**src/rtl/fft_bin_streamer.sv**
```systemverilog
// Snapshots one frame of FFT bins and streams them out one per beat with
// arithmetic shift, saturation and index tag. FFT_BITREV_EN: read bins in bit-reversed order.
//
// state  | meaning
// IDLE   | in_ready high, waiting for in_valid to capture a frame
// STREAM | presenting beats on out_*, advancing on out_valid && out_ready
module fft_bin_streamer #(
    parameter int N     = 16,
    parameter int LOGN  = 4,
    parameter int INW   = 48,
    parameter int OUTW  = 16,
    parameter int SHIFT = 8
) (
    input  logic                clk,
    input  logic                rst,
    input  logic                in_valid,
    output logic                in_ready,
    input  logic [N*INW-1:0]    yr_flat,
    input  logic [N*INW-1:0]    yi_flat,
    output logic                out_valid,
    input  logic                out_ready,
    output logic [OUTW-1:0]     out_re,
    output logic [OUTW-1:0]     out_im,
    output logic [LOGN-1:0]     out_idx,
    output logic                out_last,
    output logic                out_sat,
    output logic                frame_sat
);

    typedef enum logic {IDLE, STREAM} state_t;

    localparam logic signed [INW-1:0] SAT_MAX = {{(INW-OUTW+1){1'b0}}, {(OUTW-1){1'b1}}};
    localparam logic signed [INW-1:0] SAT_MIN = {{(INW-OUTW+1){1'b1}}, {(OUTW-1){1'b0}}};

    state_t          state;
    logic [LOGN-1:0] cnt;
    logic [INW-1:0]  snap_re [N];
    logic [INW-1:0]  snap_im [N];

    function automatic logic [LOGN-1:0] bin_of(input logic [LOGN-1:0] c);
        logic [LOGN-1:0] r;
`ifdef FFT_BITREV_EN
        for (int i = 0; i < LOGN; i++) r[i] = c[LOGN-1-i];
`else
        r = c;
`endif
        return r;
    endfunction

    // returns {saturated, value}
    function automatic logic [OUTW:0] scale(input logic [INW-1:0] x);
        logic signed [INW-1:0] s;
        logic [OUTW:0]         r;
        s = $signed(x) >>> SHIFT;
        if (s > SAT_MAX)      r = {1'b1, SAT_MAX[OUTW-1:0]};
        else if (s < SAT_MIN) r = {1'b1, SAT_MIN[OUTW-1:0]};
        else                  r = {1'b0, s[OUTW-1:0]};
        return r;
    endfunction

    logic [LOGN-1:0] bin_first;
    logic [LOGN-1:0] cnt_nxt;
    logic [LOGN-1:0] bin_nxt;
    logic [OUTW:0]   cap_re;
    logic [OUTW:0]   cap_im;
    logic [OUTW:0]   nxt_re;
    logic [OUTW:0]   nxt_im;

    // first beat comes straight from the inputs since the snapshot loads on the same edge
    always_comb begin
        bin_first = bin_of('0);
        cnt_nxt   = cnt + 1'b1;
        bin_nxt   = bin_of(cnt_nxt);
        cap_re    = scale(yr_flat[bin_first*INW +: INW]);
        cap_im    = scale(yi_flat[bin_first*INW +: INW]);
        nxt_re    = scale(snap_re[bin_nxt]);
        nxt_im    = scale(snap_im[bin_nxt]);
    end

    always_ff @(posedge clk) begin
        if (state == IDLE && in_valid) begin
            for (int k = 0; k < N; k++) begin
                snap_re[k] <= yr_flat[k*INW +: INW];
                snap_im[k] <= yi_flat[k*INW +: INW];
            end
        end
    end

    always_ff @(posedge clk) begin
        if (rst) begin
            state     <= IDLE;
            cnt       <= '0;
            in_ready  <= 1'b1;
            out_valid <= 1'b0;
            out_re    <= '0;
            out_im    <= '0;
            out_idx   <= '0;
            out_last  <= 1'b0;
            out_sat   <= 1'b0;
            frame_sat <= 1'b0;
        end else begin
            case (state)
                IDLE: begin
                    if (in_valid) begin
                        state     <= STREAM;
                        cnt       <= '0;
                        frame_sat <= 1'b0;
                        in_ready  <= 1'b0;
                        out_valid <= 1'b1;
                        out_re    <= cap_re[OUTW-1:0];
                        out_im    <= cap_im[OUTW-1:0];
                        out_sat   <= cap_re[OUTW] | cap_im[OUTW];
                        out_idx   <= bin_first;
                        out_last  <= (N == 1);
                    end
                end
                STREAM: begin
                    if (out_valid && out_ready) begin
                        frame_sat <= frame_sat | out_sat;
                        cnt       <= cnt_nxt;
                        if (out_last) begin
                            state     <= IDLE;
                            in_ready  <= 1'b1;
                            out_valid <= 1'b0;
                            out_re    <= '0;
                            out_im    <= '0;
                            out_idx   <= '0;
                            out_last  <= 1'b0;
                            out_sat   <= 1'b0;
                        end else begin
                            out_re    <= nxt_re[OUTW-1:0];
                            out_im    <= nxt_im[OUTW-1:0];
                            out_sat   <= nxt_re[OUTW] | nxt_im[OUTW];
                            out_idx   <= bin_nxt;
                            out_last  <= (cnt_nxt == LOGN'(N-1));
                        end
                    end
                end
                default: state <= IDLE;
            endcase
        end
    end

endmodule

```
**config.mk**
```make
export PLATFORM = sky130hd
export DESIGN_NAME = fft_bin_streamer
export DESIGN_NICKNAME = d
export VERILOG_FILES = /design/src/rtl/fft_bin_streamer.sv
export SDC_FILE = /design/constraint.sdc
export NUM_CORES = 1
export LEC_CHECK = 0
export BUFFER_PORTS_ARGS = -buffer_cell sky130_fd_sc_hd__buf_2
export CAP_MARGIN = 10
export CORE_AREA = 3 3 611 613
export DETAILED_ROUTE_END_ITERATION = 6
export DIE_AREA = 0 0 614 616
export GPL_ROUTABILITY_DRIVEN = 1
export PLACE_DENSITY = 0.3
export SLEW_MARGIN = 20
export SYNTH_ARGS = -nofsm -noshare
export SYNTH_HDL_FRONTEND = slang
export SYNTH_SLANG_ARGS = --single-unit
export TNS_END_PERCENT = 20
```
**constraint.sdc**
```tcl
create_clock -name clk -period 32.9 [get_ports clk]
set_clock_uncertainty 0.05 [all_clocks]
set_input_delay 1.645 -clock clk [delete_from_list [all_inputs] [get_ports clk]]
set_output_delay 1.645 -clock clk [all_outputs]
set_load 0.03 [all_outputs]
```
Word level (Yosys, flattened, before mapping):

Memory sizes are Yosys's and may differ from the RTL's.
Index checks and enable logic that the tools add are counted.

* bits of input ports: 1540
* memories: 2
* bits in writable memories: 1536
* word-level logic and storage cells: 78
* flip-flop bits (word level): 46
* output and inout bits: 41

Memory list
* snap_im: words 16, bits a word 48, read ports 1, clocked after memory_dff 0, wr ports 16, RTL line 38 `logic [INW-1:0] snap_im [N];`
* snap_re: words 16, bits a word 48, read ports 1, clocked after memory_dff 0, wr ports 16, RTL line 37 `logic [INW-1:0] snap_re [N];`

* muxes and demuxes: 45
* reductions and logical operators: 4
* magnitude comparators: 8
* equal/unequal tests: 4
* bitwise operators: 4
* add/subtract/negate cells: 1

Operators by type and width (count)
* 40-bit by 16-bit > comparator with 1-bit output (second input constant): 4
* 40-bit by 16-bit < comparator with 1-bit output (second input constant): 4
* 17-bit two-way mux: 8
* 16-bit two-way mux: 6
* 16-bit case mux with 2 select lines: 2
* 1-bit two-way mux: 17
* 4-bit two-way mux: 4
* 4-bit case mux with 2 select lines: 2
* 1-bit case mux with 2 select lines: 6
* 4-bit by 1-bit adder with 4-bit output (second input constant): 1
* 4-bit equality test (second input constant): 1
* 2-bit != test (second input constant): 2
* 1-bit bitwise OR: 3
* 3-bit AND reduction: 1
* 1-bit logical AND: 2
* 2-bit by 1-bit != test with 1-bit output (second input constant): 1
* 2-bit AND reduction: 1
* 1-bit NOT: 1

Depth between registers and ports, before layout:

Gate-level depths: netlist of run 1.
An unclocked memory read counts as a cell.

* depth in word-level cells: 9
* depth in mapped cells: 20
* depth with buffers taken out: 10

Least setup slack after synthesis of run 1:

Ideal clock, no wire load.

* path kind: input port to flip-flop
* from: input in_valid
* to: register out_im[9]
* buffers on the path: 2
* setup time: 0.124 ns
* data arrival time: 29.587 ns
* required time: 32.726 ns
* setup slack: 3.139 ns
* cell stages on the path: 7
* cell sequence: nand2b_1 clkbuf_1 inv_1 nor2_1 clkbuf_1 o31ai_1 a31oi_1

* cells in the longest elaborated chain, start to end: 2

Ends and longest elaborated chain
* start, declared: RTL line 16 `input logic in_valid,`
* 2-bit != test (no line)
* 2-bit AND reduction (no line)
* end signal, assigned: RTL line 111 `out_im <= cap_im[OUTW-1:0];`
* end signal, assigned: RTL line 132 `out_im <= nxt_im[OUTW-1:0];`
* end, declared: RTL line 23 `output logic [OUTW-1:0] out_im,`

Every way passes these cells.
A chain may end at the register's enable or synchronous reset.

Worst setup path in the final report of run 1:

* from: register cnt[0]
* to: register out_re[1]

* cells in the longest elaborated chain, start to end: 8
* elaborated cells between the ends (all ways): 9
* those cells by class: 1 x add/sub; 2 x order compare; 5 x mux; 1 x memory

Ends and longest elaborated chain
* start, declared: RTL line 36 `logic [LOGN-1:0] cnt;`
* start signal, assigned: RTL line 120 `cnt <= cnt_nxt;`
* 4-bit by 1-bit adder with 4-bit output (*): RTL line 72 `cnt_nxt = cnt + 1'b1;`
* memory read 16 x 48 bit (*)
* 40-bit by 16-bit < comparator with 1-bit output: RTL line 56 `else if (s < SAT_MIN) r = {1'b1, SAT_MIN[OUTW-1:0]};`
* 17-bit two-way mux: RTL line 56
* 17-bit two-way mux (*): RTL line 55 `if (s > SAT_MAX) r = {1'b1, SAT_MAX[OUTW-1:0]};`
* 16-bit two-way mux (*): RTL line 121 `if (out_last) begin`
* 16-bit two-way mux (*): RTL line 118 `if (out_valid && out_ready) begin`
* 16-bit case mux with 2 select lines (*): RTL line 102 `case (state)`
* end signal, assigned: RTL line 110 `out_re <= cap_re[OUTW-1:0];`
* end signal, assigned: RTL line 131 `out_re <= nxt_re[OUTW-1:0];`
* end, declared: RTL line 22 `output logic [OUTW-1:0] out_re,`

Every way passes the cells marked *; elsewhere a longest branch is shown, timed or not. The select of a mux whose other input is x is not followed.

==> qor.yml, run 1 <==
logic_synthesis:
  syn_area_per_cell_um2: 22.5
  synthDistinctLibCells: 45
  synth-main-ff-cell: "edfxtp_1"
  yosysWarnings: 0
  syn_nets: 3819
  yosysTopAreaCell: "edfxtp_1"
  synth_top_area_frac: 0.749
  syn_area_mm2: 0.0513
  yosysSeqAreaShare: 0.767
  synth-seq-cells: 1326
  synthTopCellsByArea: "edfxtp_1 75%, mux4_2 16%, mux2i_1 2.5%"
  async_flop_share: 0
  synthCells: 2277
  synth-edff-count: 1280
power_and_ir_drop:
  p_switching_uw: 992
  swShare: 0.236
  p_int_uw: 3200
  totalPowerFinal_uw: 4200
  seqPwrFrac: 0.477
  peakVddDrop_v: 0.0000388
  p_comb_frac: 0.067
  leakagePower_uw: 0.0249
  power_density_mw_per_mm2: 59.8
  p_clk_frac: 0.457
cts:
  numCtsBuffers: 177
  cts_tree: "built"
  htree_levels: 4
  cts_root_buf: "clkbuf_16"
  post-cts-setup-buffers: 0
  cts_hold_buf: 0
  path_clk_slew_ps: 70
  worstSkewPairLatency_ps: 880
  post_cts_resized: 0
  clockBufferDepth: 4
  cts.sinks: 1326
global_route:
  grt_pass1_vias: 32000
  grt_max_degree: 141
  grt_pass1_wl_um: 317000
  antenna_found_initial: 439
  grt_usage: 0.126
  overflow: 0
worst_hold_path:
  hold_class: "flip-flop to flip-flop"
  hold_depth: 2
setup_path:
  crit_path_top_delay_cell: "ha_4"
  critPathTopFamily: "buffers and inverters"
  path_cells: "inv_1, ha_4, buf_4, buf_4, buf_4, mux4_2, mux2i_1, mux2i_1, nor4_1, nand4_1, nor4_2, nor2_2, buf_4, o31a_1"
  arrival_ps: 8350
  crit_path_frequent_cell: "buf_4"
  cpPeakStageDelay_ps: 850
  crit_type: "flip-flop to flip-flop"
  endpoint_kind: "flip-flop"
  critPathLaunchType: "flip-flop"
  crit_fanout: 47
  rr_worst_depth: 14
  path_buf_inv: 5
  cp.depth: 14
  required_ps: 33570
floorplan:
  rows: 223
  die_width_um: 614
  dieArea_mm2: 0.378
  ios: 1581
  start_util: 0.139
  fp.coreArea_mm2: 0.369
  fp.dieH_um: 616
outcome:
  outcome: "finished, final reports clean"
place:
  place_area_mm2: 0.0642
  port_buffers: 1324
  hpwl_um: 193000
  gp_congestion: 0.759
  place_ws_ps: 24560
sta:
  setup_viol: 0
  tightest_slew_ps: 1040
  final.min_clock_period_ps: 7670
  hold_viol_final: 0
  setup_slack_ps: 25230
  finalCritPeriodShare: 0.233
  max_freq_mhz: 130
  tns_ps: 0
  final_max_slew_viol_count: 0
  maxSlewHeadroom: 0.306
  rsz0062_at_grt: "no"
route:
  drt_pass1_iterations: 5
  post_drt_wl_per_cell_um: 27.8
  drtAntennaViolNets: 0
  via_per_inst: 3.45
  totalWireLength_um: 248000
  route.detailed.drc: 0
  vias: 30900
  drtIter0Drc: 2216
cells_and_area:
  multi_input_area_mm2: 0.0115
  syn_to_final_growth_pct: 36.7
  regArea_mm2: 0.0394
  drive_gt1_frac: 0.525
  fin_nets: 5261
  fillerInstances: 39600
  final_design_area_no_fill_mm2: 0.0702
run:
  maxCapViolations: 0
-- layer usage --
metal | GRT usage | share of wire | up-vias
met4 | 0.0418 | 0.041 | 200
met1 | 0.131 | 0.34 | 15400
met3 | 0.0476 | 0.088 | 861
met2 | 0.232 | 0.52 | 1557
li1 | - | - | 12800
met5 | 0 | 0.0051 | -
-- synth_stat cells, types with 3 or more instances --
cell type	number
edfxtp_1	1280
mux4_2	357
mux2i_1	127
nand2_1	55
nor2_1	54
clkbuf_1	51
dfxtp_1	46
buf_2	41
nor4_1	34
a21oi_1	29
nor2b_1	28
nand4_1	26
o31a_1	16
o221a_2	15
buf_4	11
a31oi_1	10
nor3_1	10
o211a_1	10
buf_6	8
o21ai_0	8
buf_1	7
clkinv_1	7
nand2b_1	7
inv_1	6
o31ai_1	4
a211oi_1	3
a41oi_1	3
inv_2	3
-- worst min-delay path, stage by stage (launching register included) --
cell and delay [ps]:
dfxtp_1 310, nor2_1 100, nor3_1 50
-- flip-flops by register name, summed over array words and instances, names as in the netlist --
name / flops
out_im: 16
out_last: 1
out_sat: 1
state: 1
snap_im: 640
frame_sat: 1
out_re: 16
snap_re: 640
out_idx: 4
cnt: 4
out_valid: 1
in_ready: 1
-- power by group through the flow --
stage | logic (µW) | clock network, µW | registers [µW]
after floorplan | 116 | 0 | 2140
after global placement | 290 | 0 | 2040
after detailed placement | 292 | 0 | 2040
after CTS | 293 | 2010 | 2000
after global routing | 306 | 2070 | 2010
final | 280 | 1920 | 2000
-- per-stage QoR --
stage / cells / utilization / hold slack, ps
after CTS: 8812 / 0.190 / 452
after global placement: 8489 / 0.174 / 422
final: 8947 / 0.190 / 449
after global routing: 8890 / 0.190 / 482
after detailed placement: 8490 / 0.174 / 443
after floorplan: 2277 / - / 435
-- layout by cell type, fill, tap and decap left out, types with 26 or more instances in the layout --
master,count
diode_2,135
nor4_1,32
dfxtp_1,45
a21oi_1,28
clkinv_1,44
clkbuf_1,40
nor2b_1,27
nand4_1,26
edfxtp_1,1280
nor2_1,50
nand2_1,53
clkbuf_16,178
buf_2,1324
mux4_2,357
clkinv_2,30
buf_4,52
mux2i_1,127
-- worst paths after layout --
path	slack, ps	start	end
max	25230	cnt[0]	out_re[1]
min reg2reg	450	out_re[15]	out_re[15]
min	450	out_re[15]	out_re[15]
max reg2reg	25230	cnt[0]	out_re[1]
-- layout make-up --
class                   instances  area share
clock buffers                 222      0.0664
inverters                      16    0.000962
diodes                        135     0.00481
well taps                    4950      0.0882
clock inverters               100      0.0140
flip-flops and latches       1326       0.561
repair buffers               1382       0.102
multi-input cells             816       0.163
-- cell families after synthesis --
kind of cell | Yosys count | synth area share
DFF | 1326 | 0.767
muxes | 485 | 0.182
and+or+nand+nor | 221 | 0.0216
buffers and inverters | 135 | 0.0131
AOI/OAI and AO/OA | 105 | 0.0159
xor gates and xnor gates | 3 | 0.000804
adders and majority gates | 2 | 0.000487
(Power assumes the default switching activity.)
==> inputs of run 2 (changes only) <==
--- a/config.mk
+++ b/config.mk
@@ -11,7 +11,7 @@
 export DETAILED_ROUTE_END_ITERATION = 6
 export DIE_AREA = 0 0 614 616
 export GPL_ROUTABILITY_DRIVEN = 1
-export PLACE_DENSITY = 0.3
+export PLACE_DENSITY = 0.31
 export SLEW_MARGIN = 20
 export SYNTH_ARGS = -nofsm -noshare
 export SYNTH_HDL_FRONTEND = slang
==> constraint.sdc (replaced) <==
create_clock -name clk -period 7 [get_ports clk]
set_clock_uncertainty 0.05 [all_clocks]
set_input_delay 0.35 -clock clk [delete_from_list [all_inputs] [get_ports clk]]
set_output_delay 0.35 -clock clk [all_outputs]
set_load 0.03 [all_outputs]
==> run 2 against run 1 <==
Effect of this change: non-clock buffer count up 1294; clock-buffer cell count down 11; register-to-register slack worse by 24000 ps; via count up 12%; die area unchanged; final cell count up 14%; sequential share of layout area down 8.5 points; utilization up 3.4 points; largest cell class unchanged.
==> qor.yml, run 2 (same netlist as run 1, synthesis figures left out) <==
outcome:
  outcome: "finished, final reports clean"
sta:
  maxSlewHeadroom: 0.278
  tightest_slew_ps: 1080
  finalCritPeriodShare: 0.820
  final.min_clock_period_ps: 5740
  rsz0062_at_grt: "no"
  tns_ps: 0
  hold_viol_final: 0
  setup_viol: 0
  final_max_slew_viol_count: 0
  max_freq_mhz: 174
route:
  met3_length_um: 14500
  drtAntennaViolNets: 0
  maxUsedRoutingLayer: "met5"
  via_per_inst: 3.39
  dr_wl_met2_um: 134000
  route.detailed.drc: 0
  drtIter0Drc: 1922
  post_drt_wl_per_cell_um: 24.8
  wl_met1_um: 95700
  vias: 34500
  drt_pass1_iterations: 4
  totalWireLength_um: 252000
global_route:
  grt_pass1_wl_um: 335000
  grt_pass1_vias: 38800
  grt_max_degree: 177
  grt_usage: 0.129
  overflow: 0
  antenna_found_initial: 143
place:
  port_buffers: 1324
  place_area_mm2: 0.0644
  hpwl_um: 193000
  gp_congestion: 0.766
cells_and_area:
  layout_common_cells: "1324 x buf_2, 1282 x dlygate4sd3_1, 1280 x edfxtp_1"
  reg.largest.list: "snap_im: 640 flops, snap_re: 640 flops"
  final_design_area_no_fill_mm2: 0.0828
  multi_input_area_mm2: 0.0115
  regArea_mm2: 0.0394
  fin_nets: 6550
  drive_gt1_frac: 0.394
  syn_to_final_growth_pct: 61.3
  layout_commonest_cell: "buf_2"
  fillerInstances: 39000
setup_path:
  endpoint_kind: "flip-flop"
  path_buf_inv: 3
  path_cells: "inv_1, ha_4, buf_4, mux4_2, mux4_2, nor4_1, nand4_1, nor4_2, nor2_2, buf_4, o31a_1"
  crit_path_top_delay_cell: "nor4_1"
  arrival_ps: 6410
  critPathTopFamily: "simple AND/OR/NAND/NOR gates"
  crit_fanout: 25
  cpPeakStageDelay_ps: 900
  critPathLaunchType: "flip-flop"
  required_ps: 7670
  crit_type: "flip-flop to flip-flop"
floorplan:
  dieArea_mm2: 0.378
  ios: 1581
  rows: 223
  fp.coreArea_mm2: 0.369
  die_width_um: 614
  fp.dieH_um: 616
  start_util: 0.139
cts:
  htree_levels: 4
  cts.sinks: 1326
  numCtsBuffers: 172
  cts_tree: "built"
  cts_root_buf: "clkbuf_16"
  path_clk_slew_ps: 60
  worstSkewPairLatency_ps: 860
  clockBufferDepth: 4
worst_hold_path:
  hold_class: "primary input to flip-flop"
power_and_ir_drop:
  peakVddDrop_v: 0.000172
  power_density_mw_per_mm2: 243
  leakagePower_uw: 0.0302
run:
  maxCapViolations: 0
## run 2: path summary, 6_finish.rpt
path	slack [ps]	endpoint	startpoint	cells after the start
setup / recovery	1260	out_re[5]	cnt[0]	11
hold / removal	110	out_idx[1]	rst	2
setup reg to reg	1260	out_re[5]	cnt[0]	11
hold reg to reg	440	out_im[4]	out_im[4]	2
## run 2: layout make-up
class                           count  area share
Multi-Input combinational cell    816       0.138
Antenna cell                       69     0.00208
Clock buffer                      211      0.0542
Sequential cell                  1326       0.475
Tap cell                         4950      0.0748
Clock inverter                     95      0.0108
Timing Repair Buffer             2676       0.244
Inverter                           16    0.000770
## run 2: stage by stage
stage	worst slack [ps]	hold WS [ps]	utilization	std cells	total power, µW
global route	1040	61.1	0.225	10100	21000
finish	1260	106	0.225	10200	20200
CTS	1000	15.1	0.224	10100	20600
global placement	1110	422	0.175	8502	10900
floorplan	-13340	399	-	2277	10400
detailed placement	996	427	0.175	8502	11000
## run 2: worst reg2reg max path: stages, from the launching register on
cell	delay, ps
dfxtp_4	570
inv_1	300
ha_4	710
buf_4	540
mux4_2	470
mux4_2	550
nor4_1	900
nand4_1	520
nor4_2	360
nor2_2	70
buf_4	230
o31a_1	370
## run 2: layer usage
metal,vias to the layer above,track usage
met4,40,0.0389
met2,1158,0.240
met1,17600,0.144
li1,15300,-
met3,393,0.0304
met5,-,0
## run 2: timing repair
item                                   4_1_cts  5_1_grt
setup endpoints to repair                    0        0
hold buffers                              1282        0
resized for setup                            0        0
setup buffers                                0        0
endpoints found under the hold margin     1312        0
## run 2: report_power, final
part	switching, µW	internal, µW
sequential	155	9240
clock	3690	5050
combinational	963	1050
total	4810	15300
==> inputs of run 3 (changes only) <==
--- a/config.mk
+++ b/config.mk
@@ -5,11 +5,12 @@
 export SDC_FILE = /design/constraint.sdc
 export NUM_CORES = 1
 export LEC_CHECK = 0
+export ABC_AREA = 1
 export BUFFER_PORTS_ARGS = -buffer_cell sky130_fd_sc_hd__buf_2
 export CAP_MARGIN = 10
-export CORE_AREA = 3 3 611 613
+export CORE_AREA = 3 3 608 610
 export DETAILED_ROUTE_END_ITERATION = 6
-export DIE_AREA = 0 0 614 616
+export DIE_AREA = 0 0 611 613
 export GPL_ROUTABILITY_DRIVEN = 1
 export PLACE_DENSITY = 0.31
 export SLEW_MARGIN = 20
==> constraint.sdc (replaced) <==
create_clock -name clk -period 5.9 [get_ports clk]
set_clock_uncertainty 0.05 [all_clocks]
set_input_delay 0.295 -clock clk [delete_from_list [all_inputs] [get_ports clk]]
set_output_delay 0.295 -clock clk [all_outputs]
set_load 0.03 [all_outputs]
==> run 3 against run 2 <==
Effect of this change: sequential power up 19%; global-route usage up 2.9 points; register-to-register slack worse by 130 ps.
==> qor.yml, run 3 <==
power_and_ir_drop:
  p_switching_uw: 6130
  power_density_mw_per_mm2: 284
  p_int_uw: 18400
  seqPwrFrac: 0.457
  p_clk_frac: 0.433
  peakVddDrop_v: 0.000210
  p_comb_frac: 0.110
  leakagePower_uw: 0.0337
  swShare: 0.249
cts:
  post-cts-setup-buffers: 0
  post_cts_resized: 0
  cts_root_buf: "clkbuf_16"
  cts_hold_buf: 1392
  cts_tree: "built"
  worstSkewPairLatency_ps: 870
  htree_levels: 4
  numCtsBuffers: 176
  path_clk_slew_ps: 60
  clockBufferDepth: 4
  cts.sinks: 1326
cells_and_area:
  fin_nets: 8910
  fillerInstances: 39500
  drive_gt1_frac: 0.225
  layout_commonest_cell: "dlygate4sd3_1"
  reg.largest.list: "snap_im: 640 flops, snap_re: 640 flops"
  layout_common_cells: "1392 x dlygate4sd3_1, 1324 x buf_2, 1280 x edfxtp_1"
  regArea_mm2: 0.0394
  multi_input_area_mm2: 0.0127
  syn_to_final_growth_pct: 59.8
  final_design_area_no_fill_mm2: 0.0865
setup_path:
  crit_fanout: 50
  critPathTopFamily: "simple AND/OR/NAND/NOR gates"
  path_cells: "inv_8, ha_4, inv_8, buf_12, nor2_1, o21ai_0, nand3_1, nand3_1, nand2_1, nor2_1, nand2_1, nor2_1, nand2_1, nor2_1, nor2_1, inv_2, nand2_1, nand2_1, a21oi_1"
  arrival_ps: 5430
  critPathLaunchType: "flip-flop"
  required_ps: 6570
  cpPeakStageDelay_ps: 530
  crit_path_top_delay_cell: "dfxtp_4"
  endpoint_kind: "flip-flop"
  path_buf_inv: 4
  crit_type: "flip-flop to flip-flop"
global_route:
  grt_usage: 0.158
  grt_pass1_vias: 49100
  antenna_found_initial: 160
  grt_pass1_wl_um: 409000
  grt_max_degree: 156
  overflow: 0
logic_synthesis:
  syn_area_mm2: 0.0541
  yosysWarnings: 0
  syn_nets: 6215
  synth_common_cells: "1280 x edfxtp_1, 1194 x nand2_1, 488 x nor2_1"
  synth_top_area_frac: 0.710
  synthDistinctLibCells: 28
  syn_area_per_cell_um2: 11.6
  async_flop_share: 0
  synth_most_common_cell: "edfxtp_1"
  synth-main-ff-cell: "edfxtp_1"
  yosysSeqAreaShare: 0.727
  synthCells: 4673
  yosysTopAreaCell: "edfxtp_1"
  synth-seq-cells: 1326
  synth-edff-count: 1280
  synthTopCellsByArea: "edfxtp_1 71%, nand2_1 8.3%, nand3_1 3.8%"
run:
  maxCapViolations: 0
sta:
  max_freq_mhz: 210
  tightest_slew_ps: 1060
  hold_viol_final: 0
  final.min_clock_period_ps: 4770
  tns_ps: 0
  final_max_slew_viol_count: 0
  setup_viol: 0
  rsz0062_at_grt: "no"
  finalCritPeriodShare: 0.808
  hold_ws_ps: 115
  maxSlewHeadroom: 0.290
floorplan:
  die_width_um: 611
  fp.coreArea_mm2: 0.365
  start_util: 0.148
  ios: 1581
  dieArea_mm2: 0.375
  fp.dieH_um: 613
  rows: 222
route:
  post_drt_wl_per_cell_um: 24.7
  vias: 46800
  via_per_inst: 3.77
  drt_pass1_iterations: 7
  drtAntennaViolNets: 0
  totalWireLength_um: 307000
  route.detailed.drc: 0
  drtIter0Drc: 3065
outcome:
  outcome: "finished, final reports clean"
place:
  port_buffers: 1324
  hpwl_um: 227000
  gp_congestion: 0.795
  place_area_mm2: 0.0667
worst_hold_path:
  hold_class: "primary input to flip-flop"
run 3: cell count changes in the layout (fill, tap and decap cells not counted), moves of 53 or more:
cell           before   now
o21ai_0             8   368
inv_1               5   236
nand3_1             1   409
nor2_1             50   486
dlygate4sd3_1    1282  1392
o22ai_1             0    53
mux4_2            357     0
nand2_1            53  1193
a21oi_1            28    83
o211ai_1            0    91
o221ai_1            1    67
mux2i_1           127     0
run 3: area by class of cell:
| cell class | instances | share of cell area |
|---|---|---|
| clock buffer | 220 | 0.0537 |
| multi-input combinational | 2813 | 0.147 |
| inverter | 244 | 0.0108 |
| clock inverter | 94 | 0.0105 |
| sequential | 1326 | 0.455 |
| timing repair buffer | 2807 | 0.250 |
| antenna | 100 | 0.00289 |
| tap | 4816 | 0.0697 |
run 3: per-layer routing:
layer	track usage	wire length (µm)
met3	0.0323	17100
met1	0.180	120000
met4	0.0393	8460
met5	0	344
met2	0.297	162000
run 3: logic make-up (layout without fill, tap and decap cells):
| family | after synthesis | count (layout) | synth area share |
|---|---|---|---|
| AO/OA/AOI/OAI | 668 | 668 | 0.0720 |
| XOR/XNOR | 4 | 4 | 0.000648 |
| adder cells (fa/ha/maj) | 2 | 2 | 0.000462 |
| buffers and inverters | 534 | 3365 | 0.0393 |
| flip-flops | 1326 | 1326 | 0.727 |
| other | 0 | 100 | 0 |
| AND/OR/NAND/NOR | 2139 | 2139 | 0.160 |
run 3: power by group through the flow:
stage | combinational (µW) | sequential, µW | clock [µW]
after global placement | 1930 | 11400 | 0
final | 2690 | 11200 | 10700
after CTS | 2790 | 11200 | 11100
after floorplan | 739 | 11900 | 0
after global routing | 2940 | 11300 | 11400
after detailed placement | 1930 | 11400 | 0
run 3: path summary, 6_finish.rpt:
kind | from | depth (start not counted) | end | slack, ps
setup / recovery | cnt[0] | 19 | out_re[12] | 1130
hold / removal | yr_flat[763] | 2 | snap_re[15][43] | 110
setup reg to reg | cnt[0] | 19 | out_re[12] | 1130
hold reg to reg | out_idx[2] | 2 | out_idx[2] | 410
run 3: through the flow:
stage	instances	worst slack, ps	utilization	power, µW
after CTS	12300	740	0.236	25100
after global routing	12400	572	0.237	25700
after detailed placement	10600	814	0.183	13400
final	12400	1130	0.237	24600
after floorplan	4673	-14770	-	12600
after global placement	10600	822	0.183	13400
